## config.mk

```make
export PLATFORM = sky130hd
export DESIGN_NAME = fft64_twiddle_mul
export DESIGN_NICKNAME = d
export VERILOG_FILES = /design/src/rtl/fft64_twiddle_mul.sv
export SDC_FILE = /design/constraint.sdc
export NUM_CORES = 2
export LEC_CHECK = 0
export ABC_CLOCK_PERIOD_IN_PS = 18300
export CAP_MARGIN = 20
export CORE_MARGIN = 8
export CORE_UTILIZATION = 53
export DETAILED_ROUTE_END_ITERATION = 7
export PLACE_DENSITY_LB_ADDON = 0.1
export SYNTH_ARGS = -nofsm -noshare
export SYNTH_HDL_FRONTEND = slang
export SYNTH_SLANG_ARGS = --single-unit
```

## constraint.sdc

```tcl
create_clock -name CLK -period 18.3 [get_ports CLK]
set_input_delay 4.575 -clock CLK [delete_from_list [all_inputs] [get_ports CLK]]
set_output_delay 4.575 -clock CLK [all_outputs]
set_load 0.02 [all_outputs]
```

## src/rtl/fft64_twiddle_mul.sv

```systemverilog
// Twiddle-multiply stage between the two 8-point butterfly passes of the 64-point FFT.
// Define FFT64_TWMUL_ROUND_EN to round half up before scaling; truncation (floor) otherwise.
module fft64_twiddle_mul #(
   parameter int nb = 12,
   parameter int nw = 16
) (
   input  logic          CLK,
   input  logic          RST,
   input  logic          ED,
   input  logic          START,
   input  logic [nb-1:0] DR,
   input  logic [nb-1:0] DI,
   input  logic [nw-1:0] WR,
   input  logic [nw-1:0] WI,
   output logic [5:0]    ADDR,
   output logic [nb:0]   DOR,
   output logic [nb:0]   DOI,
   output logic          RDY
);

   localparam logic IDLE = 1'b0;
   localparam logic RUN  = 1'b1;

   logic                        state;
   logic [5:0]                  cnt;
   logic                        v0, f0;
   logic                        v1, f1, v2, f2, v3, f3;
   logic signed [nb-1:0]        dr1, di1;
   logic signed [nw-1:0]        wr1, wi1;
   logic signed [nb+nw-1:0]     prr, pii, pri, pir;
   logic signed [nb+nw:0]       re_sum, im_sum, re_adj, im_adj;
   logic [nb:0]                 re_out, im_out;

   assign ADDR = (ED & START) ? 6'd0 : cnt;
   assign v0   = ED & (START | (state == RUN));
   assign f0   = ED & START;

   always_ff @(posedge CLK) begin
      if (RST) begin
         state <= IDLE;
         cnt   <= '0;
      end else if (ED) begin
         if (START) begin
            state <= RUN;
            cnt   <= 6'd1;
         end else if (state == RUN) begin
            if (cnt == 6'd63) begin
               state <= IDLE;
               cnt   <= '0;
            end else begin
               cnt <= cnt + 6'd1;
            end
         end
      end
   end

   always_comb begin
      re_sum = prr - pii;
      im_sum = pri + pir;
`ifdef FFT64_TWMUL_ROUND_EN
      re_adj = re_sum + $signed({{(nb+2){1'b0}}, 1'b1, {(nw-2){1'b0}}});
      im_adj = im_sum + $signed({{(nb+2){1'b0}}, 1'b1, {(nw-2){1'b0}}});
`else
      re_adj = re_sum;
      im_adj = im_sum;
`endif
      re_out = (nb+1)'(re_adj >>> (nw-1));
      im_out = (nb+1)'(im_adj >>> (nw-1));
   end

   // v3/f3 travel with DOR/DOI, so RDY qualifies the value currently on the outputs
   always_ff @(posedge CLK) begin
      if (RST) begin
         dr1 <= '0;
         di1 <= '0;
         wr1 <= '0;
         wi1 <= '0;
         v1  <= 1'b0;
         f1  <= 1'b0;
         prr <= '0;
         pii <= '0;
         pri <= '0;
         pir <= '0;
         v2  <= 1'b0;
         f2  <= 1'b0;
         v3  <= 1'b0;
         f3  <= 1'b0;
         DOR <= '0;
         DOI <= '0;
      end else if (ED) begin
         dr1 <= DR;
         di1 <= DI;
         wr1 <= WR;
         wi1 <= WI;
         v1  <= v0;
         f1  <= f0;
         prr <= dr1 * wr1;
         pii <= di1 * wi1;
         pri <= dr1 * wi1;
         pir <= di1 * wr1;
         v2  <= v1;
         f2  <= f1;
         v3  <= v2;
         f3  <= f2;
         if (v2) begin
            DOR <= re_out;
            DOI <= im_out;
         end
      end
   end

   assign RDY = ED & v3 & f3;

endmodule

```

## After elaboration in Yosys (flattened, before gate mapping)

Index checks and enable logic that the tools add are counted.

| operators by class | value |
|---|---|
| add/sub/neg operators | 3 |
| $mul | 4 |
| equality and inequality tests | 1 |
| muxes and demuxes | 7 |
| bitwise logic cells | 5 |
| reduce and logical (&&, ||, !) cells | 3 |

Operators with widths:

| kind | count |
|---|---|
| 12-bit by 16-bit multiplier with 28-bit output | 4 |
| 28-bit adder | 1 |
| 28-bit subtractor | 1 |
| 6-bit 2-to-1 mux | 4 |
| 6-bit by 1-bit adder with 6-bit output (second input constant) | 1 |
| 6-bit equality test (second input constant) | 1 |
| 1-bit AND | 4 |
| 2-bit AND reduction | 2 |
| 1-bit 2-to-1 mux | 3 |
| 2-bit nonzero test | 1 |
| 1-bit bitwise OR | 1 |

| word-level totals | value |
|---|---|
| flip-flop bits (word level) | 207 |
| logic and storage cells | 41 |

## Longest topological paths before layout

| logic depth | value |
|---|---|
| word-level depth | 4 |
| mapped depth | 23 |

## Worst setup path before layout

OpenSTA, ideal clock, no wires.

| timing path | value |
|---|---|
| path kind | input-to-output |
| start | input port ED |
| end | output port RDY |
| arrival time | 5.672 ns |
| required time | 13.725 ns |
| path slack | 8.053 ns |
| stages | 4 |
| cell sequence | clkbuf_1 -> clkbuf_1 -> clkbuf_1 -> and3_1 |

| on the way | value |
|---|---|
| longest elaborated chain between the ends | 2 |

Ends and longest elaborated chain:

| what | RTL line | source |
|---|---|---|
| start: declaration | 9 | `input logic ED,` |
| 1-bit AND (2 in series) | 112 | `assign RDY = ED & v3 & f3;` |
| end: declaration | 18 | `output logic RDY` |

No other way between the ends.

## Worst setup path after layout

| timing path | value |
|---|---|
| start | input port START |
| end | output port ADDR[2] |

| on the way | value |
|---|---|
| longest elaborated chain between the ends | 2 |

Ends and longest elaborated chain:

| what | RTL line | source |
|---|---|---|
| start: declaration | 10 | `input logic START,` |
| 1-bit AND | 34 | `assign ADDR = (ED & START) ? 6'd0 : cnt;` |
| 6-bit 2-to-1 mux | 34 |  |
| end: declaration | 15 | `output logic [5:0] ADDR,` |

No other way between the ends.

==> results.md <==
- Status: finished clean
- Average via count per standard cell: ~5.4
- Dominant combinational cell family by area after synthesis: adder cells
- Most used cell, CP: sky130_fd_sc_hd__clkdlybuf4s50_1
- Area of the core: 68200 um^2
- First DRT Iteration DRCs: between 1500 and 2000
- Cell area after technology mapping: 36400 um^2
- Worst slew margin relative to its limit: a little under a quarter
- Kind of end point of the critical path: primary output
- Wire length of the first global-routing pass: 150 mm
- Clock Pin Slew Worst Setup and Hold Paths: 0.06 ns
- Routability congestion estimate: 0.838
- CTS H-tree depth: 1
- Hold crit path type: reg2reg
- Layout area overhead: 7.92%
- DRC errors left: 0
- Maximum number of buffers from clock root to sink: 3
- Count of final setup violators: 0
- Register-to-register setup slack: 11.40 ns
- Switching power share of the total: 41.3%
- Final number of max-transition violations: 0
- Endpoints failing hold: 0
- Synthesized area per cell: between 8 and 9 um^2
- Startpoint types: primary input
- Arithmetic-cell share of the synthesized area counting full adders, half adders and majority gates: 49.1%
- Comb power frac: 45.6%
- Slowest cell delay on critical path: between 0.6 and 0.7 ns
- Number of enable-type register cells in the synthesized netlist: 0
- CP Launch Point: START
- Area post-placement: between 30000 and 40000 um^2
- Via count of the first global-routing pass: 27400
- Sequential-to-total area share from yosys stat: 11.4%
- Worst Hold Launch: pri[0]$_SDFFE_PP0P_
- Clock sinks: 207
- Worst Hold Depth: 2
- CTS Hold Bufs: 0
- Largest area contributor in the netlist: sky130_fd_sc_hd__fa_1
- Height of the die: 278 um
- Capture endpoint of the worst hold path: pri[0]$_SDFFE_PP0P_
- Clock tree from TritonCTS: built
- Fmax: about 0.093 GHz
- Buf+Inv Stages, Crit Path: 2
- Power density over cell area: 53.5 nW/um^2
- Overall Global Routing Usage: 24.1%
- List of cells traversed by the critical path: clkdlybuf4s50_1 -> nand2_1 -> and2_1 -> clkdlybuf4s50_1
- Number of nets with antenna violations after detailed routing: 0
- Final-layout setup total negative slack: 0 ns
- Total global routing overflow: 0
- Num rows: 96
- R2r worst-path depth: 20
- Area enclosed by the die boundary: 77300 um^2
- Final worst path period share: about 59%
- Via total after detailed routing: about 27000
- Setup repair after global routing missed its margin: false
- DP Worst Slack: 7.52 ns
- Mux cell area share after synthesis: roughly 3.6%
- Fraction of synthesized cell area taken by the top area cell type: 39.2%
- Count of different cell masters after synthesis: 71
- Synthesized-area fraction occupied by and/or/nand/nor cells: 15.6%
- Layout cells sized above 1: 3.20%
- Path type of the worst setup path: in2out
- Post-detail-place hpwl: 68.1 mm
- Crit path DAT: 6.19 ns
- Post-CTS sizing: 0
- CP Data Required Time: 13.73 ns
- Number of maximum-capacitance constraint violations: 0
- Power share of the sequential group: 25.5%
- Largest net degree at the start of global routing: 87
- Setup WS post-layout: about 7.5 ns
- Share of synthesized registers carrying an async set or reset: 0%
- Clock insertion delay at the later pin of the skew report: about 0.62 ns
- Worst reg2reg endpoint: pir[27]$_SDFFE_PP0P_
- Initial antenna violation count: 2
- Compound-cell area share of the yosys netlist: slightly below 7%
- Count of input and output buffers: slightly above 90
- Pleak: 19.8 nW
- FF+latch count, synth: 207
- Number of antenna cells inserted: 0
- Worst vdd ir: approximately 0.074 mV
- Part of the total power dissipated in the clock network: 28.9%
- Xor and xnor fraction of the mapped netlist area: 2.67%
- Count of nets after finishing: 5166
- Net switching power of the design: 0.869 mW
- Cell types with the largest area share after synthesis: sky130_fd_sc_hd__fa_1 39%, sky130_fd_sc_hd__dfxtp_1 11%, sky130_fd_sc_hd__ha_1 9.9%
- Least-Margin Pin Slew: roughly 1.1 ns
- Cell area after layout: 39300 um^2
- Source of the worst register-to-register timing path: wr1[2]$_SDFFE_PP0P_
- Drt first pass iters: 5
- Wirelength, routed: 90.5 mm
- Post-CTS repair timing setup buffer count: 0
- Predominant post-synthesis flop cell: sky130_fd_sc_hd__dfxtp_1
- Minimum clock period after layout: about 11 ns
- Number of warnings printed during yosys synthesis: 0
- Internal power: 1.23 mW
- Starting density of the core: 53.3%
- Die span in x: 278 um
- Dominant delay contributor by cell family on the critical path: buffers and inverters
- Root buffer cell: sky130_fd_sc_hd__clkbuf_16
- Fin Clk Skew: 0.0359 ns
- IO Pins: 93
- Final-layout worst hold slack: 0.463 ns
- Max stage delay cell, worst path: sky130_fd_sc_hd__clkdlybuf4s50_1
- Routed length per placed instance: 18.1 um
- Number of buffers created by CTS: 30
- Syn Nets: 5173
- Critical path fanouts, max: 9
- Gate Count Post-Synth: 4112
[Yosys cell counts, types with 5 or more instances]
cell,n
sky130_fd_sc_hd__nor2_1,247
sky130_fd_sc_hd__dfxtp_1,207
sky130_fd_sc_hd__and2_1,253
sky130_fd_sc_hd__nand3b_1,7
sky130_fd_sc_hd__or3_1,8
sky130_fd_sc_hd__inv_1,857
sky130_fd_sc_hd__o311ai_0,5
sky130_fd_sc_hd__clkbuf_1,168
sky130_fd_sc_hd__o21a_1,20
sky130_fd_sc_hd__o21bai_1,5
sky130_fd_sc_hd__o22ai_1,9
sky130_fd_sc_hd__nor2b_1,16
sky130_fd_sc_hd__o31ai_1,10
sky130_fd_sc_hd__nand4_1,12
sky130_fd_sc_hd__nand2b_1,28
sky130_fd_sc_hd__o21ai_0,66
sky130_fd_sc_hd__nand3_1,30
sky130_fd_sc_hd__a21o_1,48
sky130_fd_sc_hd__xor2_1,31
sky130_fd_sc_hd__xnor2_1,80
sky130_fd_sc_hd__a31oi_1,16
sky130_fd_sc_hd__nor3_1,25
sky130_fd_sc_hd__a211oi_1,16
sky130_fd_sc_hd__a21boi_0,7
sky130_fd_sc_hd__nor4_1,5
sky130_fd_sc_hd__buf_1,21
sky130_fd_sc_hd__o211ai_1,10
sky130_fd_sc_hd__a21oi_1,111
sky130_fd_sc_hd__and3_1,19
sky130_fd_sc_hd__ha_1,289
sky130_fd_sc_hd__nand2_1,567
sky130_fd_sc_hd__mux2i_1,126
sky130_fd_sc_hd__fa_1,712
sky130_fd_sc_hd__o41ai_1,5
[per-stage QoR]
stage	util [%]	power (mW)	instances
CTS	57.4	2.12	5004
floorplan	-	1.23	4112
detailed placement	55.8	1.50	4948
global route	57.5	2.27	5011
finish	57.5	2.10	5011
global placement	55.8	1.48	4948
[state kept, by name, summed over array words and instances (netlist names), 6 cells and up]
signal,count
pii,28
pir,28
pri,28
prr,28
wi1,16
wr1,16
DOI,13
DOR,13
di1,12
dr1,12
cnt,6
[power groups by stage]
stage | Sequential (mW) | Combinational (mW) | Clock [mW]
finish | 0.536 | 0.958 | 0.608
CTS | 0.541 | 0.952 | 0.623
detailed placement | 0.550 | 0.946 | 0
global route | 0.541 | 1.09 | 0.639
floorplan | 0.526 | 0.702 | 0
global placement | 0.550 | 0.934 | 0
[worst max-delay path by stage]
stage                   end  depth (start not counted)
detailed placement  ADDR[2]                          4
global route        ADDR[2]                          4
finish              ADDR[2]                          4
CTS                 ADDR[2]                          4
floorplan               RDY                          4
global placement    ADDR[0]                          4
[worst reg2reg max path: cells and delay by family, from the launching register on]
family / cells / cell delay [ns]
buf+inv: 4 / 0.48
xor+xnor: 1 / 0.27
compound gates: 7 / 2.54
flops: 1 / 0.77
fa+ha+maj: 6 / 2.44
simple gates: 2 / 0.25
[per-layer routing]
| layer | wire length [um] | vias to the layer above | track usage [%] | share of wire (%) |
|---|---|---|---|---|
| met4 | 2780 | 2 | 6.60 | 3.1 |
| met3 | 5150 | 107 | 3.15 | 5.7 |
| met5 | 10 | - | 0 | 0.011 |
| met1 | 41400 | 13600 | 34.6 | 46 |
| li1 | - | 12500 | - | - |
| met2 | 41200 | 688 | 38.5 | 45 |
[cell families after synthesis]
logic type | after synthesis
xor+xnor | 111
buf+inv | 1049
mux | 129
fa+ha+maj | 1001
compound gates | 380
flops | 207
simple gates | 1235
[layout by cell type (no fill, tap or decap), types with 6 or more instances in the layout]
master and count:
sky130_fd_sc_hd__inv_1 856, sky130_fd_sc_hd__fa_1 712, sky130_fd_sc_hd__nand2_1 567, sky130_fd_sc_hd__ha_1 289
sky130_fd_sc_hd__and2_1 253, sky130_fd_sc_hd__nor2_1 247, sky130_fd_sc_hd__dfxtp_1 204, sky130_fd_sc_hd__mux2i_1 126
sky130_fd_sc_hd__a21oi_1 111, sky130_fd_sc_hd__clkdlybuf4s50_1 90, sky130_fd_sc_hd__xnor2_1 80, sky130_fd_sc_hd__o21ai_0 66
sky130_fd_sc_hd__buf_4 52, sky130_fd_sc_hd__a21o_1 48, sky130_fd_sc_hd__xor2_1 31, sky130_fd_sc_hd__nand3_1 30
sky130_fd_sc_hd__clkbuf_16 30, sky130_fd_sc_hd__nand2b_1 28, sky130_fd_sc_hd__nor3_1 25, sky130_fd_sc_hd__o21a_1 20
sky130_fd_sc_hd__and3_1 19, sky130_fd_sc_hd__nor2b_1 16, sky130_fd_sc_hd__a211oi_1 16, sky130_fd_sc_hd__a31oi_1 16
sky130_fd_sc_hd__nand4_1 12, sky130_fd_sc_hd__o211ai_1 10, sky130_fd_sc_hd__o31ai_1 10, sky130_fd_sc_hd__o22ai_1 9
sky130_fd_sc_hd__or3_1 8, sky130_fd_sc_hd__a21boi_0 7, sky130_fd_sc_hd__nand3b_1 7, sky130_fd_sc_hd__clkbuf_8 6
sky130_fd_sc_hd__buf_8 6
[final cells by class]
type	count	area, um^2
Multi-Input combinational cell	2856	28300
Timing Repair Buffer	151	1450
Fill cell	6200	29000
Tap cell	882	1100
Clock inverter	16	191
Sequential cell	207	4150
Clock buffer	40	848
Inverter	859	3220
(Power assumes the default switching activity.)
